==> src/rtl/fmap_rmw_ctrl.sv <==
// Read-modify-write front end for dp_bram: 3-stage update pipeline with forwarding plus a clear sweep.
// Optional macro FMAP_RMW_SAT_EN selects saturating instead of wrapping accumulation.
module fmap_rmw_ctrl #(
  parameter int DATA_WIDTH  = 16,
  parameter int ADDR_WIDTH  = 10,
  parameter int DELTA_WIDTH = 8
) (
  input  logic                  clk,
  input  logic                  rst,
  input  logic                  in_valid,
  output logic                  in_ready,
  input  logic [ADDR_WIDTH-1:0] in_addr,
  input  logic [DELTA_WIDTH-1:0] in_delta,
  input  logic                  clear_req,
  output logic                  clear_done,
  output logic                  busy,
  output logic                  sat_event,
  output logic                  en_a,
  output logic                  we_a,
  output logic [ADDR_WIDTH-1:0] addr_a,
  input  logic [DATA_WIDTH-1:0] data_out_a,
  output logic                  en_b,
  output logic                  we_b,
  output logic [ADDR_WIDTH-1:0] addr_b,
  output logic [DATA_WIDTH-1:0] data_in_b
);

  typedef enum logic [1:0] {RUN, DRAIN, CLEAR} state_t;

  state_t                 state, state_nx;
  logic [ADDR_WIDTH-1:0]  cnt, cnt_nx;
  logic                   armed, armed_nx;

  logic                   c_valid, w_valid, l_valid;
  logic [ADDR_WIDTH-1:0]  c_addr, w_addr, l_addr;
  logic [DELTA_WIDTH-1:0] c_delta;
  logic [DATA_WIDTH-1:0]  w_sum, l_sum;
  logic                   w_sat;

  logic                   accept;
  logic [DATA_WIDTH-1:0]  operand, sext_delta, result;
  logic                   c_sat;

  assign accept = in_valid && in_ready;

  // C-stage operand: the freshest copy wins, the BRAM read is only used when no write is pending
  always_comb begin
    operand = data_out_a;
    if (w_valid && (w_addr == c_addr))
      operand = w_sum;
    else if (l_valid && (l_addr == c_addr))
      operand = l_sum;
    sext_delta = {{(DATA_WIDTH-DELTA_WIDTH){c_delta[DELTA_WIDTH-1]}}, c_delta};
  end

`ifdef FMAP_RMW_SAT_EN
  logic [DATA_WIDTH:0] sum_ext;
  always_comb begin
    sum_ext = {operand[DATA_WIDTH-1], operand} + {sext_delta[DATA_WIDTH-1], sext_delta};
    c_sat   = sum_ext[DATA_WIDTH] ^ sum_ext[DATA_WIDTH-1];
    result  = sum_ext[DATA_WIDTH-1:0];
    if (c_sat)
      result = sum_ext[DATA_WIDTH] ? {1'b1, {(DATA_WIDTH-1){1'b0}}}
                                   : {1'b0, {(DATA_WIDTH-1){1'b1}}};
  end
`else
  always_comb begin
    c_sat  = 1'b0;
    result = operand + sext_delta;
  end
`endif

  always_ff @(posedge clk) begin
    if (rst) begin
      state   <= RUN;
      cnt     <= '0;
      armed   <= 1'b1;
      c_valid <= 1'b0;
      w_valid <= 1'b0;
      l_valid <= 1'b0;
    end else begin
      state   <= state_nx;
      cnt     <= cnt_nx;
      armed   <= armed_nx;
      c_valid <= accept;
      w_valid <= c_valid;
      l_valid <= w_valid;
    end
    c_addr  <= in_addr;
    c_delta <= in_delta;
    w_addr  <= c_addr;
    w_sum   <= result;
    w_sat   <= c_sat;
    l_addr  <= w_addr;
    l_sum   <= w_sum;
  end

  // armed blocks a second sweep until clear_req has been seen low after clear_done
  always_comb begin
    state_nx = state;
    cnt_nx   = cnt;
    armed_nx = armed | ~clear_req;
    case (state)
      RUN:   if (clear_req && armed) state_nx = DRAIN;
      DRAIN: if (!c_valid && !w_valid && !l_valid) begin
               state_nx = CLEAR;
               cnt_nx   = '0;
             end
      CLEAR: begin
               cnt_nx = cnt + 1'b1;
               if (cnt == {ADDR_WIDTH{1'b1}}) begin
                 state_nx = RUN;
                 armed_nx = 1'b0;
               end
             end
      default: state_nx = RUN;
    endcase
  end

  // Everything is forced to its idle value while rst is high so in-flight writes are dropped
  always_comb begin
    in_ready   = 1'b1;
    en_a       = 1'b0;
    we_a       = 1'b0;
    addr_a     = '0;
    en_b       = 1'b0;
    we_b       = 1'b0;
    addr_b     = '0;
    data_in_b  = '0;
    clear_done = 1'b0;
    busy       = 1'b0;
    sat_event  = 1'b0;
    if (!rst) begin
      in_ready = (state == RUN) && !clear_req;
      if (accept && !(w_valid && (w_addr == in_addr))) begin
        en_a   = 1'b1;
        addr_a = in_addr;
      end
      if (state == CLEAR) begin
        en_b       = 1'b1;
        we_b       = 1'b1;
        addr_b     = cnt;
        clear_done = (cnt == {ADDR_WIDTH{1'b1}});
      end else if (w_valid) begin
        en_b      = 1'b1;
        we_b      = 1'b1;
        addr_b    = w_addr;
        data_in_b = w_sum;
        sat_event = w_sat;
      end
      busy = c_valid || w_valid || l_valid || (state != RUN);
    end
  end

endmodule
==> config.mk <==
export PLATFORM = sky130hd
export DESIGN_NAME = fmap_rmw_ctrl
export DESIGN_NICKNAME = d
export VERILOG_FILES = /design/src/rtl/fmap_rmw_ctrl.sv
export SDC_FILE = /design/constraint.sdc
export NUM_CORES = 1
export LEC_CHECK = 0
export CORE_MARGIN = 4
export CORE_UTILIZATION = 53
export CTS_BUF_LIST = sky130_fd_sc_hd__clkbuf_4
export CTS_CLUSTER_DIAMETER = 40
export DETAILED_ROUTE_END_ITERATION = 6
export GPL_ROUTABILITY_DRIVEN = 0
export MAX_ROUTING_LAYER = met4
export PLACE_DENSITY = 0.82
export SLEW_MARGIN = 20
export SYNTH_ARGS = -nofsm -noshare
export SYNTH_HDL_FRONTEND = slang
export SYNTH_SLANG_ARGS = --single-unit
==> constraint.sdc <==
create_clock -name clk -period 4.8 [get_ports clk]
set_input_delay 0.48 -clock clk [delete_from_list [all_inputs] [get_ports clk]]
set_output_delay 0.48 -clock clk [all_outputs]
set_load 0.01 [all_outputs]
* Yosys cells after proc, flatten, opt, wreduce, memory -nomap -nowiden
Index checks and enable logic that the tools add are counted.
** Storage, ports and cells
- Bits in registers :: 86
- Input port bits :: 38
- Output and inout bits :: 44
** Operators by class
- Add/sub/neg operators :: 2
- Equal/unequal tests :: 9
- Muxes and demuxes :: 27
- Bitwise logic cells :: 2
- Reduce and logical (&&, ||, !) cells :: 22
** Operators by type and width (count)
- two-way mux 16 bit :: 5
- two-way mux 10 bit :: 6
- == test 10 bit :: 3
- one-hot mux 10 bit (2 select lines) :: 1
- adder 16 bit :: 1
- two-way mux 1 bit :: 11
- adder 10 x 1 -> 10 bit, second input constant :: 1
- == test 10 bit, second input constant :: 1
- logical AND 1 bit :: 9
- two-way mux 2 bit :: 3
- inequality test 2 bit, second input constant :: 3
- one-hot mux 2 bit (3 select lines) :: 1
- logical NOT 1 bit :: 5
- nonzero test 2 bit :: 2
- logical OR 1 bit :: 3
- AND reduction 3 bit :: 1
- == test 2 x 1 -> 1 bit, second input constant :: 1
- == test 2 bit, second input constant :: 1
- logical NOT 2 bit :: 1
- AND reduction 2 bit :: 1
- NOT 1 bit :: 1
- OR 1 bit :: 1

* Logic depth before layout (Yosys ltp)
Gate-level depths: netlist of run 1.
- Word-level depth :: 7
- Depth in mapped cells :: 14
- Gate-level depth less buffers :: 13

* Worst setup path after synthesis of run 1
Ideal clock, no wire load.
- Path type :: flip-flop to flip-flop
- Start :: register c_addr[2]
- End :: register w_sum[14]
- Data arrival time :: 3366 ps
- Path slack :: 1310 ps
- Cell stages (with the launch flop) :: 15
- Buffers on the path :: 1
- Period minus slack after synthesis :: 3490 ps
- Cell sequence :: dfxtp_1 > xnor2_1 > nand4_1 > nor3_4 > buf_6 > mux2_2 > mux2_2 > ha_1 > fa_1 > a21o_1 > a21o_1 > a211oi_2 > nor4_1 > o211ai_1 > nand3b_1
** On the way
- Word-level cells in the longest chain between the ends :: 5
- Elaborated cells between the ends (all ways) :: 7
** Ends and longest elaborated chain
- from (decl) :: RTL line 35 : logic [ADDR_WIDTH-1:0] c_addr, w_addr, l_addr;
- from (signal assigned) :: RTL line 89 : c_addr <= in_addr;
- == test 10 bit :: RTL line 51 : else if (l_valid && (l_addr == c_addr))
- logical AND 1 bit :: RTL line 51
- two-way mux 16 bit :: RTL line 51
- two-way mux 16 bit (*) :: RTL line 49 : if (w_valid && (w_addr == c_addr))
- adder 16 bit (*) :: RTL line 69 : result = operand + sext_delta;
- named net result[14] :: RTL line 41 : logic [DATA_WIDTH-1:0] operand, sext_delta, result;
- to (signal assigned) :: RTL line 92 : w_sum <= result;
- to (decl) :: RTL line 37 : logic [DATA_WIDTH-1:0] w_sum, l_sum;
The timed path passes the listed nets; every way through them passes the cells marked *.
A chain may end at the register's enable or synchronous reset.

* Worst setup path in the final report of run 1
- Start :: register c_addr[3]
- End :: register w_sum[14]
Same word-level chain as after synthesis.

==> results of run 1 <==
## metal layers
metal | up-vias | share of wire [%] | track usage, %
met5 | - | 0 | -
met4 | 0 | 2.9 | 8.18
met3 | 26 | 4.9 | 5.77
met2 | 99 | 53 | 41.2
met1 | 1509 | 39 | 23.6
li1 | 1553 | - | -
## per-stage QoR
step,instance area (sq um),std cells
after floorplan,3920,398
after global placement,4780,564
after detailed placement,4780,564
after CTS,4970,580
after global routing,4970,580
final,4970,580
## sequential cells by signal, summed over array words and instances (netlist names), 2 cells and up
name / count
c_addr: 10
c_delta: 8
cnt: 10
l_addr: 10
l_sum: 16
state: 2
w_addr: 10
w_sum: 16
## Yosys cell counts, types with 2 or more instances
| cell | n |
|---|---|
| mux2i_1 | 2 |
| o211ai_1 | 2 |
| nand2b_1 | 4 |
| a31oi_1 | 3 |
| xor2_1 | 5 |
| xnor2_1 | 35 |
| nor2b_1 | 2 |
| mux2_2 | 31 |
| a21o_1 | 5 |
| dfxtp_1 | 86 |
| nand2_1 | 17 |
| buf_4 | 3 |
| o21ai_0 | 8 |
| nand3_1 | 20 |
| nor3_1 | 7 |
| o21a_1 | 5 |
| nand4_1 | 9 |
| ha_1 | 17 |
| clkbuf_1 | 11 |
| a21oi_1 | 32 |
| a211oi_1 | 4 |
| nor2_1 | 23 |
| and3_1 | 18 |
| o21bai_1 | 5 |
| inv_1 | 7 |
| and2_1 | 10 |
| nand3b_1 | 5 |
## worst max-delay path, delay by kind of cell, from the launching register on
| kind | cells | cell delay (ns) |
|---|---|---|
| adders and majority gates | 2 | 0.65 |
| xor gates and xnor gates | 1 | 0.19 |
| buffers and inverters | 1 | 0.28 |
| muxes | 2 | 0.63 |
| DFF | 1 | 0.36 |
| AOI/OAI and AO/OA | 4 | 0.94 |
| and+or+nand+nor | 4 | 0.59 |
## area by class of cell
class	count	area [sq um]
Multi-Input combinational cell	289	2090
Fill cell	587	2240
Sequential cell	86	1720
Timing Repair Buffer	83	821
Inverter	7	26.3
Clock inverter	7	123
Tap cell	99	124
Clock buffer	9	67.6
## cell usage in the layout, fill, tap and decap left out, types with 7 or more instances in the layout
cell             Yosys  routed
dfxtp_1             86      86
clkdlybuf4s50_1      0      79
xnor2_1             35      35
a21oi_1             32      32
mux2_2              31      31
nor2_1              23      23
nand3_1             20      20
and3_1              18      18
nand2_1             17      17
ha_1                17      17
and2_1              10      10
nand4_1              9       9
clkbuf_4             1       9
o21ai_0              8       8
inv_1                7       7
nor3_1               7       7
## path summary, 6_finish.rpt
check | from | endpoint | slack, ns
max reg2reg | c_addr[3] | w_sum[14] | 1.06
min | w_sum[9] | l_sum[9] | 0.37
min reg2reg | w_sum[9] | l_sum[9] | 0.37
max | c_addr[3] | w_sum[14] | 1.06
## power groups by stage
stage               combinational (uW)  clock, uW  sequential (uW)
detailed placement                 238          0              850
global placement                   233          0              846
finish                             240        514              834
global route                       266        556              845
CTS                                242        523              835
floorplan                          156          0              834
## cells by family (layout without fill, tap and decap cells)
logic type,Yosys count,count (layout),share of synthesized area (%)
AND/OR/NAND/NOR,123,123,16.8
flip-flops,86,86,43.9
AO/OA/AOI/OAI,71,71,11.1
XOR/XNOR,41,41,9.52
multiplexers,34,34,9.80
buffers and inverters,23,106,2.78
adder cells (fa/ha/maj),18,18,5.94
other,1,2,0.0957
==> out/qor.yml, run 1 <==
yosys:
  ys.flop_type: "dfxtp_1"
  synth_edf_count: 0
  yosys.cell_types.count: 48
  synth_seq_cells: 86
  syn_inst: 397
  synth_top_cell_area_share_pct: 43.9
  yosys-top-cells-area: "dfxtp_1 (44%), mux2_2 (8.9%), xnor2_1 (7.8%)"
  synthArstFlopShare_pct: 0
  ys_seq_area_share_pct: 43.9
  synth_top_area_cell: "dfxtp_1"
  syn_area_per_cell_sq_um: 9.87
  ys.warnings.count: 0
  synth_area_sq_um: 3920
clock_tree:
  clk_pin_slew_ns: 0.13
  clockBufferDepth: 2
  cts_buffers: 9
  cts.sinks: 86
  cts.repair.resized: 0
  post_cts_buffers: 0
  cts_hold_buf: 0
  htree_num_levels: 3
  root_buffer: "clkbuf_4"
  tritoncts: "done"
  clk_latency_ns: 0.43
finish:
  layout-drive-gt1-share_pct: 12.1
  area_delta_synth_final_pct: 27.0
  diodes: 0
  fin_nets: 532
  final_util_pct: 68.9
floorplanning:
  rows: 31
  fp.dieW_um: 94.0
  io-pin-count: 82
  die_area_sq_um: 8830
  core_area_sq_um: 7210
  start_util_pct: 54.3
  die_h_um: 94.0
grt:
  gr-total-overflow: 0
  grt_pass1_wl_um: 15300
  grt_max_degree: 34
  grt_pass1_vias: 3372
  antenna_found_initial: 0
  track_usage_pct: 22.7
routing:
  firstDrtPassIters: 5
  vias: 3187
  wirelength_um: 9220
  drc: 0
  postRouteAntennaNets: 0
  viasPerCell: 5.49
  drtIter0Drc: 89
  drt-wirelength-per-cell_um: 15.9
timing:
  fmax_mhz: 268
  setup_ws_ns: 1.06
  fin_crit_sh_pct: 77.8
  final.setup_skew_ns: 0.0180
  grt_setup_unrepaired: "no"
  final_hold_viol_count: 0
  tns_ns: 0
  slew_violations: 0
  slew_headroom_pct: 53.4
  finalSetupViolations: 0
  period_needed_ns: 3.74
  worst_pin_slew_ns: 0.698
  fin_hold_ws_ns: 0.369
place:
  port_buffers: 79
  preCtsSetupSlack_ns: 1.08
  hpwl_um: 6790
pwr:
  comb_power_share_pct: 15.1
  power_uw: 1590
  vdd_drop_max_v: 0.000221
  power_density_nw_per_um2: 319
  p_switching_uw: 406
  internal-power_uw: 1180
  p_leak_uw: 0.00199
  pwr-share-seq_pct: 52.5
  netSwitchingFraction_pct: 25.6
  p_clk_share_pct: 32.3
run_status:
  status: "finished clean"
critical_path:
  worstPathMaxFanout: 16
  cp_slowest_cell: "fa_1"
  worstPathCellList: "xnor2_1 > nand4_1 > nor3_4 > buf_4 > mux2_2 > mux2_2 > ha_1 > fa_1 > a21o_1 > a21o_1 > a211oi_2 > nor4_1 > o211ai_1 > nand3b_1"
  crit_path_start_kind: "register"
  endpoint_kind: "register"
  critPathMaxStageDelay_ns: 0.42
  worstPathArrival_ns: 4.05
  crit_type: "reg -> reg"
  reg2reg_depth: 14
  cp_data_required_time_ns: 5.12
min_path:
  worstHoldPathCells: 0
  hold_class: "reg -> reg"
run:
  cap_violations: 0
Note: power is estimated with default switching activity, not from simulation.
==> inputs of run 2 (changes only) <==
Settings changed: CORE_UTILIZATION 53 to 48, PLACE_DENSITY 0.82 to 0.79.
Clock period 4.8 ns to 3.17 ns, I/O delays scaled along.
==> out/qor.yml, run 2 (synthesis gave the netlist of run 1 again) <==
clock_tree:
  clk_pin_slew_ns: 0.14  # about the same
  htree_num_levels: 3  # unchanged
  cts_hold_buf: 0  # unchanged
  cts.sinks: 86  # unchanged
  clockBufferDepth: 2  # unchanged
  root_buffer: "clkbuf_4"
  tritoncts: "done"
  cts_buffers: 9  # unchanged
  clk_latency_ns: 0.43  # about the same
critical_path:
  startpoint: "l_addr[8]"
  reg2reg_from: "l_addr[8]"
  endpoint_kind: "register"
  crit_path_end: "w_sum[12]"
  cp_data_required_time_ns: 3.48  # -1.64 ns
  r2r_setup_slack_ns: -0.12  # -1.18 ns
  reg2reg_to: "w_sum[12]"
  worstPathMaxFanout: 4  # -12
  crit_path_start_kind: "register"
  reg2reg_depth: 13  # -1
  worstPathArrival_ns: 3.60  # -0.45 ns
  crit_type: "reg -> reg"
floorplanning:
  io-pin-count: 82  # unchanged
  die_h_um: 98.3  # +4.6%
  core_area_sq_um: 7850  # +8.8%
  die_area_sq_um: 9670  # +9.5%
  start_util_pct: 49.9  # -4.4 points
  fp.dieW_um: 98.3  # +4.6%
  rows: 32  # +3.2%
routing:
  wl_met2_um: 5540  # +13%
  drt-wirelength-per-cell_um: 16.6  # +4.7%
  drtIter0Drc: 103  # +16%
  firstDrtPassIters: 4  # -1
  top_layer_used: "met4"
  viasPerCell: 5.37  # -2.3%
  wirelength_um: 10400  # +13%
  postRouteAntennaNets: 0  # unchanged
  drc: 0  # unchanged
  route.met3.wl_um: 539  # +20%
  met1Wirelength_um: 4150  # +16%
  vias: 3365  # +5.6%
timing:
  fin_crit_sh_pct: 104  # +26 points
  period_needed_ns: 3.29  # -0.447 ns
  fmax_mhz: 304  # +14%
  final_hold_viol_count: 0  # unchanged
  finalSetupViolations: 7  # +7
  setup_ws_ns: -0.119  # -1.18 ns
  slew_violations: 0  # unchanged
  final.setup_skew_ns: 0.0127  # -0.00523 ns
  slew_headroom_pct: 60.5  # +7.1 points
  tns_ns: -0.507  # -0.507 ns
  worst_pin_slew_ns: 0.592  # -0.106 ns
  grt_setup_unrepaired: "yes"
grt:
  grt_max_degree: 22  # -35%
  grt_pass1_vias: 3426  # +1.6%
  gr-total-overflow: 0  # unchanged
  grt_pass1_wl_um: 16100  # +5.3%
  antenna_found_initial: 0  # unchanged
  track_usage_pct: 21.1  # -1.6 points
finish:
  final_util_pct: 71.8  # +2.8 points
  multi_input_area_sq_um: 2430  # +16%
  area_delta_synth_final_pct: 43.8
  layout-drive-gt1-share_pct: 28.0  # +16 points
  diodes: 0  # unchanged
  num-fill-cells: 554  # -5.6%
  final_area_sq_um: 5630  # +13%
  final_common_cell: "clkdlybuf4s50_1"
  largest_registers: "l_sum x16, w_sum x16"
  fin_nets: 576  # +8.3%
  regArea_sq_um: 1730  # +0.58%
  final_cell_mix: "clkdlybuf4s50_1 (79), dfxtp_1 (78), buf_4 (42)"
pwr:
  p_switching_uw: 656  # +61%
  netSwitchingFraction_pct: 27.5  # +1.9 points
  p_leak_uw: 0.00233  # +17%
  vdd_drop_max_v: 0.000324  # +47%
  comb_power_share_pct: 20.4  # +5.3 points
  internal-power_uw: 1730  # +46%
  power_density_nw_per_um2: 423  # +33%
  p_clk_share_pct: 26.3  # -6.0 points
  pwr-share-seq_pct: 53.3  # +0.8 points
place:
  port_buffers: 79  # unchanged
  post_dp_cell_area_sq_um: 5100  # +6.6%
  hpwl_um: 7500  # +10%
run_status:
  violations: "setup timing"
  status: "finished, violations left"
run:
  cap_violations: 0  # unchanged
min_path:
  hold_class: "in -> reg"
run 2: worst min-delay path by stage:
stage / from / endpoint / slack [ns] / cells after the start
2_1_floorplan: w_sum[10] / l_sum[10] / 0.34 / 0
3_3_place_gp: w_sum[13] / l_sum[13] / 0.35 / 0
3_5_place_dp: w_sum[3] / l_sum[3] / 0.35 / 0
4_1_cts: in_delta[2] / c_delta[2] / 0.31 / 1
5_1_grt: in_delta[5] / c_delta[5] / 0.28 / 1
6_report: in_delta[0] / c_delta[0] / 0.32 / 1
run 2: layout make-up:
class	instances	share of cell area, %
Multi-Input combinational cell	289	43.1
Inverter	7	0.467
Tap cell	102	2.27
Clock buffer	11	1.47
Clock inverter	5	1.07
Sequential cell	86	30.7
Timing Repair Buffer	127	20.8
run 2: timing repair:
action | CTS | global route
gates resized for setup | 13 | 40
buffers inserted | 2 | 8
hold endpoints to repair | 0 | 0
pin swaps | 13 | 28
endpoints found under the setup margin | 7 | 9
run 2: metal layers:
metal	vias up	GRT usage (%)
li1	1641	-
met1	1598	22.2
met2	105	38.3
met3	21	5.29
met4	0	6.83
met5	-	-
run 2: worst max-delay path, cell delays in order, from the launching register on:
cell	delay (ns)
dfxtp_2	0.34
xnor2_1	0.18
nand4_1	0.15
nor3_4	0.30
mux2_4	0.33
mux2_4	0.29
ha_4	0.17
fa_2	0.33
a21o_1	0.18
a21o_1	0.18
a211oi_4	0.34
nor3_2	0.08
o211ai_1	0.20
a211oi_1	0.10
run 2: power groups by stage:
stage	logic (uW)	registers [uW]	clock network (uW)
after floorplan	244	1260	0
after global placement	405	1280	0
after detailed placement	416	1280	0
after CTS	438	1260	630
after global routing	525	1280	680
final	486	1270	628
run 2: metrics by stage:
stage	power [uW]	hold slack, ns	setup WS (ns)	cells
floorplan	1510	0.338	-0.128	398
global placement	1680	0.351	-0.00782	602
detailed placement	1700	0.354	-0.120	602
CTS	2330	0.312	-0.109	620
global route	2490	0.276	-0.280	627
finish	2380	0.318	-0.119	627
